### config.mk
export PLATFORM = sky130hd
export DESIGN_NAME = qtree_result_buf
export DESIGN_NICKNAME = d
export VERILOG_FILES = /design/src/rtl/qtree_result_buf.sv
export SDC_FILE = /design/constraint.sdc
export NUM_CORES = 1
export LEC_CHECK = 0
export ABC_AREA = 1
export CORE_MARGIN = 4
export CORE_UTILIZATION = 64
export CTS_BUF_LIST = sky130_fd_sc_hd__clkbuf_2 sky130_fd_sc_hd__clkbuf_4 sky130_fd_sc_hd__clkbuf_8
export DETAILED_ROUTE_END_ITERATION = 12
export PLACE_DENSITY = 0.84
export SYNTH_ARGS = -nofsm -noshare
export SYNTH_HDL_FRONTEND = slang
export SYNTH_SLANG_ARGS = --single-unit
### constraint.sdc
create_clock -name clk_i -period 6.6 [get_ports clk_i]
set_input_delay 0.66 -clock clk_i [delete_from_list [all_inputs] [get_ports clk_i]]
set_output_delay 0.66 -clock clk_i [all_outputs]
set_load 0.005 [all_outputs]
### src/rtl/qtree_result_buf.sv
// Credit-managed show-ahead result buffer behind the qtree lookup pipeline.
// Optional hit/miss statistics are built only when QTREE_RESULT_BUF_STATS_EN is defined.
module qtree_result_buf #(
    parameter int ADDR_WIDTH   = 12,
    parameter int BYPASS_WIDTH = 1,
    parameter int DEPTH        = 16,
    parameter int DEPTH_WIDTH  = 4
) (
    input  logic                    clk_i,
    input  logic                    rst_i,
    input  logic                    issue_i,
    output logic                    issue_ready_o,
    input  logic                    res_valid_i,
    input  logic                    res_match_i,
    input  logic [ADDR_WIDTH-1:0]   res_addr_i,
    input  logic [BYPASS_WIDTH-1:0] res_bypass_i,
    output logic                    out_valid_o,
    output logic                    out_match_o,
    output logic [ADDR_WIDTH-1:0]   out_addr_o,
    output logic [BYPASS_WIDTH-1:0] out_bypass_o,
    input  logic                    out_ready_i,
    output logic                    overflow_o,
    output logic                    protocol_err_o,
    input  logic                    stats_clr_i,
    output logic [31:0]             hit_cnt_o,
    output logic [31:0]             miss_cnt_o
);

    localparam int ENTRY_W = 1 + ADDR_WIDTH + BYPASS_WIDTH;
    localparam logic [DEPTH_WIDTH:0]   DEPTH_C  = (DEPTH_WIDTH+1)'(DEPTH);
    localparam logic [DEPTH_WIDTH+1:0] DEPTH_CW = (DEPTH_WIDTH+2)'(DEPTH);

    logic [ENTRY_W-1:0]     mem_q [DEPTH];
    logic [DEPTH_WIDTH-1:0] rd_ptr_q, rd_ptr_d, wr_ptr_q, wr_ptr_d;
    logic [DEPTH_WIDTH:0]   fill_q, fill_d, inflight_q, inflight_d;
    logic                   overflow_q, overflow_d, perr_q, perr_d;
    logic                   valid_s, full_s, pop_s, wr_en_s, drop_s, ready_s;
    logic [ENTRY_W-1:0]     head_s;

    assign valid_s = (fill_q != '0);
    assign full_s  = (fill_q == DEPTH_C);
    assign pop_s   = valid_s & out_ready_i;
    // A full FIFO still takes a result when the head leaves in the same cycle.
    assign wr_en_s = res_valid_i & (~full_s | pop_s);
    assign drop_s  = res_valid_i & full_s & ~pop_s;
    assign ready_s = (({1'b0, fill_q} + {1'b0, inflight_q}) < DEPTH_CW);
    assign head_s  = mem_q[rd_ptr_q];

    assign issue_ready_o  = ready_s;
    assign out_valid_o    = valid_s;
    assign out_match_o    = valid_s ? head_s[ENTRY_W-1] : 1'b0;
    assign out_addr_o     = valid_s ? head_s[ENTRY_W-2 -: ADDR_WIDTH] : '0;
    assign out_bypass_o   = valid_s ? head_s[BYPASS_WIDTH-1:0] : '0;
    assign overflow_o     = overflow_q;
    assign protocol_err_o = perr_q;

    // Next-state for pointers, fill, inflight credit and sticky error flags.
    always_comb begin
        rd_ptr_d   = rd_ptr_q;
        wr_ptr_d   = wr_ptr_q;
        fill_d     = fill_q + (DEPTH_WIDTH+1)'(wr_en_s) - (DEPTH_WIDTH+1)'(pop_s);
        inflight_d = inflight_q;
        overflow_d = overflow_q | drop_s;
        perr_d     = perr_q;
        if (pop_s) begin
            rd_ptr_d = rd_ptr_q + DEPTH_WIDTH'(1);
        end else begin
            rd_ptr_d = rd_ptr_q;
        end
        if (wr_en_s) begin
            wr_ptr_d = wr_ptr_q + DEPTH_WIDTH'(1);
        end else begin
            wr_ptr_d = wr_ptr_q;
        end
        case ({issue_i, res_valid_i})
            2'b10: begin
                perr_d = perr_q | ~ready_s;
                if (inflight_q != '1) begin
                    inflight_d = inflight_q + (DEPTH_WIDTH+1)'(1);
                end else begin
                    inflight_d = inflight_q;
                end
            end
            2'b01: begin
                if (inflight_q == '0) begin
                    perr_d     = 1'b1;
                    inflight_d = inflight_q;
                end else begin
                    inflight_d = inflight_q - (DEPTH_WIDTH+1)'(1);
                end
            end
            2'b11: begin
                perr_d = perr_q | ~ready_s;
            end
            default: begin
                inflight_d = inflight_q;
            end
        endcase
    end

    // Control state registers.
    always_ff @(posedge clk_i or posedge rst_i) begin
        if (rst_i) begin
            rd_ptr_q   <= '0;
            wr_ptr_q   <= '0;
            fill_q     <= '0;
            inflight_q <= '0;
            overflow_q <= 1'b0;
            perr_q     <= 1'b0;
        end else begin
            rd_ptr_q   <= rd_ptr_d;
            wr_ptr_q   <= wr_ptr_d;
            fill_q     <= fill_d;
            inflight_q <= inflight_d;
            overflow_q <= overflow_d;
            perr_q     <= perr_d;
        end
    end

    // Entry storage; stale contents are masked by the valid gating on out_*.
    always_ff @(posedge clk_i) begin
        if (wr_en_s) begin
            mem_q[wr_ptr_q] <= {res_match_i, res_addr_i, res_bypass_i};
        end
    end

`ifdef QTREE_RESULT_BUF_STATS_EN
    logic [31:0] hit_q, hit_d, miss_q, miss_d;

    // Saturating hit/miss counters over accepted entries; clear wins.
    always_comb begin
        hit_d  = hit_q;
        miss_d = miss_q;
        if (stats_clr_i) begin
            hit_d  = 32'd0;
            miss_d = 32'd0;
        end else if (wr_en_s && res_match_i && (hit_q != 32'hFFFF_FFFF)) begin
            hit_d  = hit_q + 32'd1;
        end else if (wr_en_s && !res_match_i && (miss_q != 32'hFFFF_FFFF)) begin
            miss_d = miss_q + 32'd1;
        end else begin
            hit_d  = hit_q;
            miss_d = miss_q;
        end
    end

    // Statistics registers.
    always_ff @(posedge clk_i or posedge rst_i) begin
        if (rst_i) begin
            hit_q  <= 32'd0;
            miss_q <= 32'd0;
        end else begin
            hit_q  <= hit_d;
            miss_q <= miss_d;
        end
    end

    assign hit_cnt_o  = hit_q;
    assign miss_cnt_o = miss_q;
`else
    logic unused_stats_clr_s;
    assign unused_stats_clr_s = stats_clr_i;
    assign hit_cnt_o          = 32'd0;
    assign miss_cnt_o         = 32'd0;
`endif

endmodule

==> flow_results.org <==
** Status
- The flow ran to the end, and the final reports show no timing, DRC or antenna violations.

** Placement
- Once placement finished, the instance area stood at approximately 11000 um^2.
- At the end of routability-driven placement, the weighted congestion stood at around 0.81.
- Worst slack after detailed placement :: approximately 2.8 ns
- Input and output buffers added on the ports amount to 36.
- Dpl hpwl :: 13200 um

** Layout
- Fraction of final layout cells sized beyond drive strength 1 :: roughly 8.6%
- Once layout is done, the placed cells without fillers occupy about 12000 um^2.
- For this run, the post-layout net count is roughly 1100.
- The number of antenna diodes in the final layout is 0.
- Area added between synthesis and finish :: 9.71%

** Drt
- Routed wire per std cell :: between 15 and 20 um
- Met1 wire length :: ~8300 um
- In the detailed route, the total length drawn on met2 is about 12000 um.
- DRC violation count after routing :: 0
- Remaining antenna violation count after routing :: 0
- Number of detailed-routing iterations run before antenna repair :: 7
- After the first detailed-routing iteration, the DRC count stood at approximately 700.
- Via count :: around 7000
- Via density per instance :: 5.59
- Summed over all nets, wire length on met3 after detailed routing comes to around 2100 um.
- Topmost layer with routed signal wires :: met4
- The routed design has roughly 23000 um of wire.

** Logic synthesis
- The share of the Yosys chip area taken by registers is 66.7%.
- In the synthesized netlist the dominant register cell turns out to be sky130_fd_sc_hd__edfxtp_1.
- In this run the cell area of the synthesized design comes to about 11000 um^2.
- Counting flops and latches in the post-synthesis netlist gives about 240.
- A synthesized cell averages around 11 um^2.
- Counting flops with a built-in enable in the synthesized netlist gives approximately 220.
- Fraction of synthesis flops using an asynchronous set or reset pin :: under 10%
- Synthesis handed over a netlist of approximately 970 instances.
- Synthesis instantiated 28 different standard cells from the library.
- Count of synthesis-stage warnings from yosys :: 0

** STA
- Setup violations remaining at the end of the flow were counted as 0.
- Transition time at the pin with the least slew margin :: between 1 and 1.5 ns
- Period utilization :: 67.0%
- After layout, the worst setup slack is ~2.2 ns.
- Worst Skew :: about 0.030 ns
- Slew HR :: ~16%
- On the final layout, the worst hold slack is roughly 0.48 ns.
- Hold Violations, Final :: 0
- Setup repair after global routing left no endpoint under its margin.
- The number of pins with negative max-slew slack in the final report was 0.
- Maximum clock rate :: ~230 MHz
- For the final routed database, the setup TNS stands at 0 ns.
- The routed design could run at a clock period as short as roughly 4.4 ns.

** Global route
- Pin count of the biggest net entering global routing :: ~110
- Wire length of the first global-routing pass :: about 35000 um
- Total grt overflow :: 0
- The via count of the first global-routing pass is roughly 6900.
- The initial antenna violation count came to 0.
- GRT Total Usage :: 23.6%

** Floorplan
- In this run the standard cell core region covers around 17000 um^2.
- Chip Width :: ~140 um
- Row generation in the floorplan step produced 47 rows.
- Die boundary height :: 138 um
- Full die area :: 19100 um^2
- Initial core utilization :: roughly 65%
- just over 100 I/O pins were placed.

** Power and ir drop
- Cell internal power was estimated by the tool at between 3 and 4 mW.
- Per report_power, the clock group accounts for around a quarter of the total.
- Sw Ratio :: between 30% and 40%
- The design draws between 5 and 6 mW.
- Power density cells :: 439 nW/um^2
- Comb power frac :: roughly 36%
- In this run, flip-flops and latches consume just under 40% of the power.
- Leakage power :: 4.72 nW
- For this design the total switching power over the nets is approximately 1.9 mW.
- IR analysis of the VDD net gives a maximum drop of 0.287 mV.

** Critical path
- Endpoint arrival time on the critical path :: about 3.8 ns
- The worst setup path is captured at an output port.
- In this run the register-to-register setup slack is ~3.9 ns.
- In this run the worst path has a maximum fanout of 79.
- Category of the critical setup timing path :: reg -> out
- For the worst setup path, the data required time is 5.94 ns.
- The worst setup path is launched from a register.

** Clock network
- Root buffer cell :: sky130_fd_sc_hd__clkbuf_8
- PostCTS Resize Cnt :: 0
- The H-tree was split into 2 levels.
- Cts hold-fix bufs :: 0
- Clock slew at reported path FFs :: around 0.06 ns
- Total number of clock tree sinks :: between 200 and 250
- Worst skew pair latency :: approximately 0.52 ns
- The clock passes through at most 3 buffers.
- TritonCTS built the clock tree.
- Number of buffers created by CTS :: 38
- Once the clock tree was built, the setup fixing pass inserted 0 buffers.

** Hold path
- The tightest min-delay check is of the reg -> reg type.

** Run
- Max-cap violations in this run came to 0.
[registers in the layout, summed over array words and instances (netlist names)]
name and cells:
overflow_o 1, protocol_err_o 1, fill_q 5, wr_ptr_q 4, rd_ptr_q 4, inflight_q 5, mem_q 224
[synthesized netlist by cell type, types with 6 or more instances]
library cell / count / area [um^2]
sky130_fd_sc_hd__nand3_1: 172 / 861
sky130_fd_sc_hd__buf_4: 68 / 510
sky130_fd_sc_hd__clkbuf_1: 6 / 22.5
sky130_fd_sc_hd__edfxtp_1: 224 / 6730
sky130_fd_sc_hd__nand2_1: 316 / 1190
sky130_fd_sc_hd__inv_1: 30 / 113
sky130_fd_sc_hd__buf_6: 9 / 101
sky130_fd_sc_hd__o21ai_0: 9 / 45.0
sky130_fd_sc_hd__dfrtp_1: 20 / 500
sky130_fd_sc_hd__buf_2: 23 / 115
sky130_fd_sc_hd__xor2_1: 12 / 105
sky130_fd_sc_hd__nor2_1: 22 / 82.6
sky130_fd_sc_hd__a21oi_1: 18 / 90.1
sky130_fd_sc_hd__ha_1: 18 / 225
[cell type report]
cell class / instances / area [um^2]
multi-input cells: 643 / 2950
inverters: 34 / 129
repair buffers: 57 / 518
flip-flops and latches: 244 / 7230
fillers: 1044 / 4690
clock buffers: 54 / 674
clock inverters: 15 / 119
well taps: 220 / 275
[metal layers]
metal  vias to the layer above  track usage (%)
met4                         0             10.8
met3                        73             4.63
li1                       3284                -
met5                         -                0
met2                       408             41.0
met1                      3322             28.8
[worst max-delay path: stages (launching register included)]
cell                              delay [ns]
sky130_fd_sc_hd__dfrtp_4                0.52
sky130_fd_sc_hd__clkinv_2               0.76
sky130_fd_sc_hd__buf_4                  0.50
sky130_fd_sc_hd__nand2_1                0.10
sky130_fd_sc_hd__nand3_1                0.09
sky130_fd_sc_hd__nand3_1                0.11
sky130_fd_sc_hd__nand2_1                0.11
sky130_fd_sc_hd__nand2_1                0.07
sky130_fd_sc_hd__a21oi_1                0.33
sky130_fd_sc_hd__clkdlybuf4s50_1        0.60
[power by group through the flow]
stage          sequential, mW  clock, mW  combinational, mW
2_1_floorplan            1.99          0               1.35
3_3_place_gp             2.05          0               1.79
3_5_place_dp             2.06          0               1.87
4_1_cts                  2.03       1.31               1.89
5_1_grt                  2.05       1.39               2.10
6_report                 2.03       1.30               1.89
[metrics by stage]
step / utilization (%) / std cells
3_5_place_dp: 66.9 / 1198
4_1_cts: 71.7 / 1267
3_3_place_gp: 66.9 / 1198
2_1_floorplan: - / 1031
5_1_grt: 71.7 / 1267
6_report: 71.7 / 1267
[cells by family (layout without fill, tap and decap cells)]
group                      count (synthesis)  after routing  synth area share [%]
AOI/OAI and AO/OA                         31             31                  1.53
xor gates and xnor gates                  14             14                  1.13
adders and majority gates                 20             20                  2.45
buffers and inverters                    144            160                  8.34
DFF                                      244            244                  66.7
other                                      1             64                0.0346
and+or+nand+nor                          514            514                  19.9
[cells in the final DEF (no fill, tap or decap)]
cell / netlist / routed
sky130_fd_sc_hd__nand3_1: 172 / 172
sky130_fd_sc_hd__o21bai_1: 1 / 1
sky130_fd_sc_hd__edfxtp_1: 224 / 224
sky130_fd_sc_hd__nand2_2: 1 / 1
sky130_fd_sc_hd__clkinv_1: 1 / 8
sky130_fd_sc_hd__bufinv_16: 0 / 2
sky130_fd_sc_hd__xnor2_1: 2 / 2
sky130_fd_sc_hd__conb_1: 1 / 64
sky130_fd_sc_hd__dfrtp_1: 20 / 18
sky130_fd_sc_hd__a21oi_1: 18 / 18
sky130_fd_sc_hd__clkinvlp_4: 0 / 1
sky130_fd_sc_hd__nor2_1: 22 / 22
sky130_fd_sc_hd__ha_1: 18 / 18
sky130_fd_sc_hd__dfrtp_2: 0 / 1
sky130_fd_sc_hd__xor2_1: 12 / 12
sky130_fd_sc_hd__clkinv_2: 1 / 6
sky130_fd_sc_hd__inv_1: 30 / 30
sky130_fd_sc_hd__clkbuf_8: 0 / 43
sky130_fd_sc_hd__fa_1: 2 / 2
sky130_fd_sc_hd__buf_4: 68 / 21
sky130_fd_sc_hd__clkdlybuf4s50_1: 0 / 36
sky130_fd_sc_hd__nor3_1: 2 / 2
sky130_fd_sc_hd__clkbuf_4: 0 / 11
sky130_fd_sc_hd__o21ai_0: 9 / 9
sky130_fd_sc_hd__a21o_1: 2 / 2
sky130_fd_sc_hd__nand4_1: 1 / 1
sky130_fd_sc_hd__nand2_1: 316 / 316
sky130_fd_sc_hd__inv_2: 2 / 2
sky130_fd_sc_hd__dfrtp_4: 0 / 1
sky130_fd_sc_hd__a31o_2: 1 / 1
[worst paths after layout]
check | start | depth (start not counted) | endpoint
setup / recovery | rd_ptr_q[0] | 9 | out_addr_o[1]
hold / removal | protocol_err_o | 2 | protocol_err_o
setup reg to reg | fill_q[2] | 15 | fill_q[4]
hold reg to reg | protocol_err_o | 2 | protocol_err_o
max in group asynchronous | rst_i | 2 | rd_ptr_q[0]
min in group asynchronous | rst_i | 2 | inflight_q[2]
Note: power is estimated with default switching activity, not from simulation.
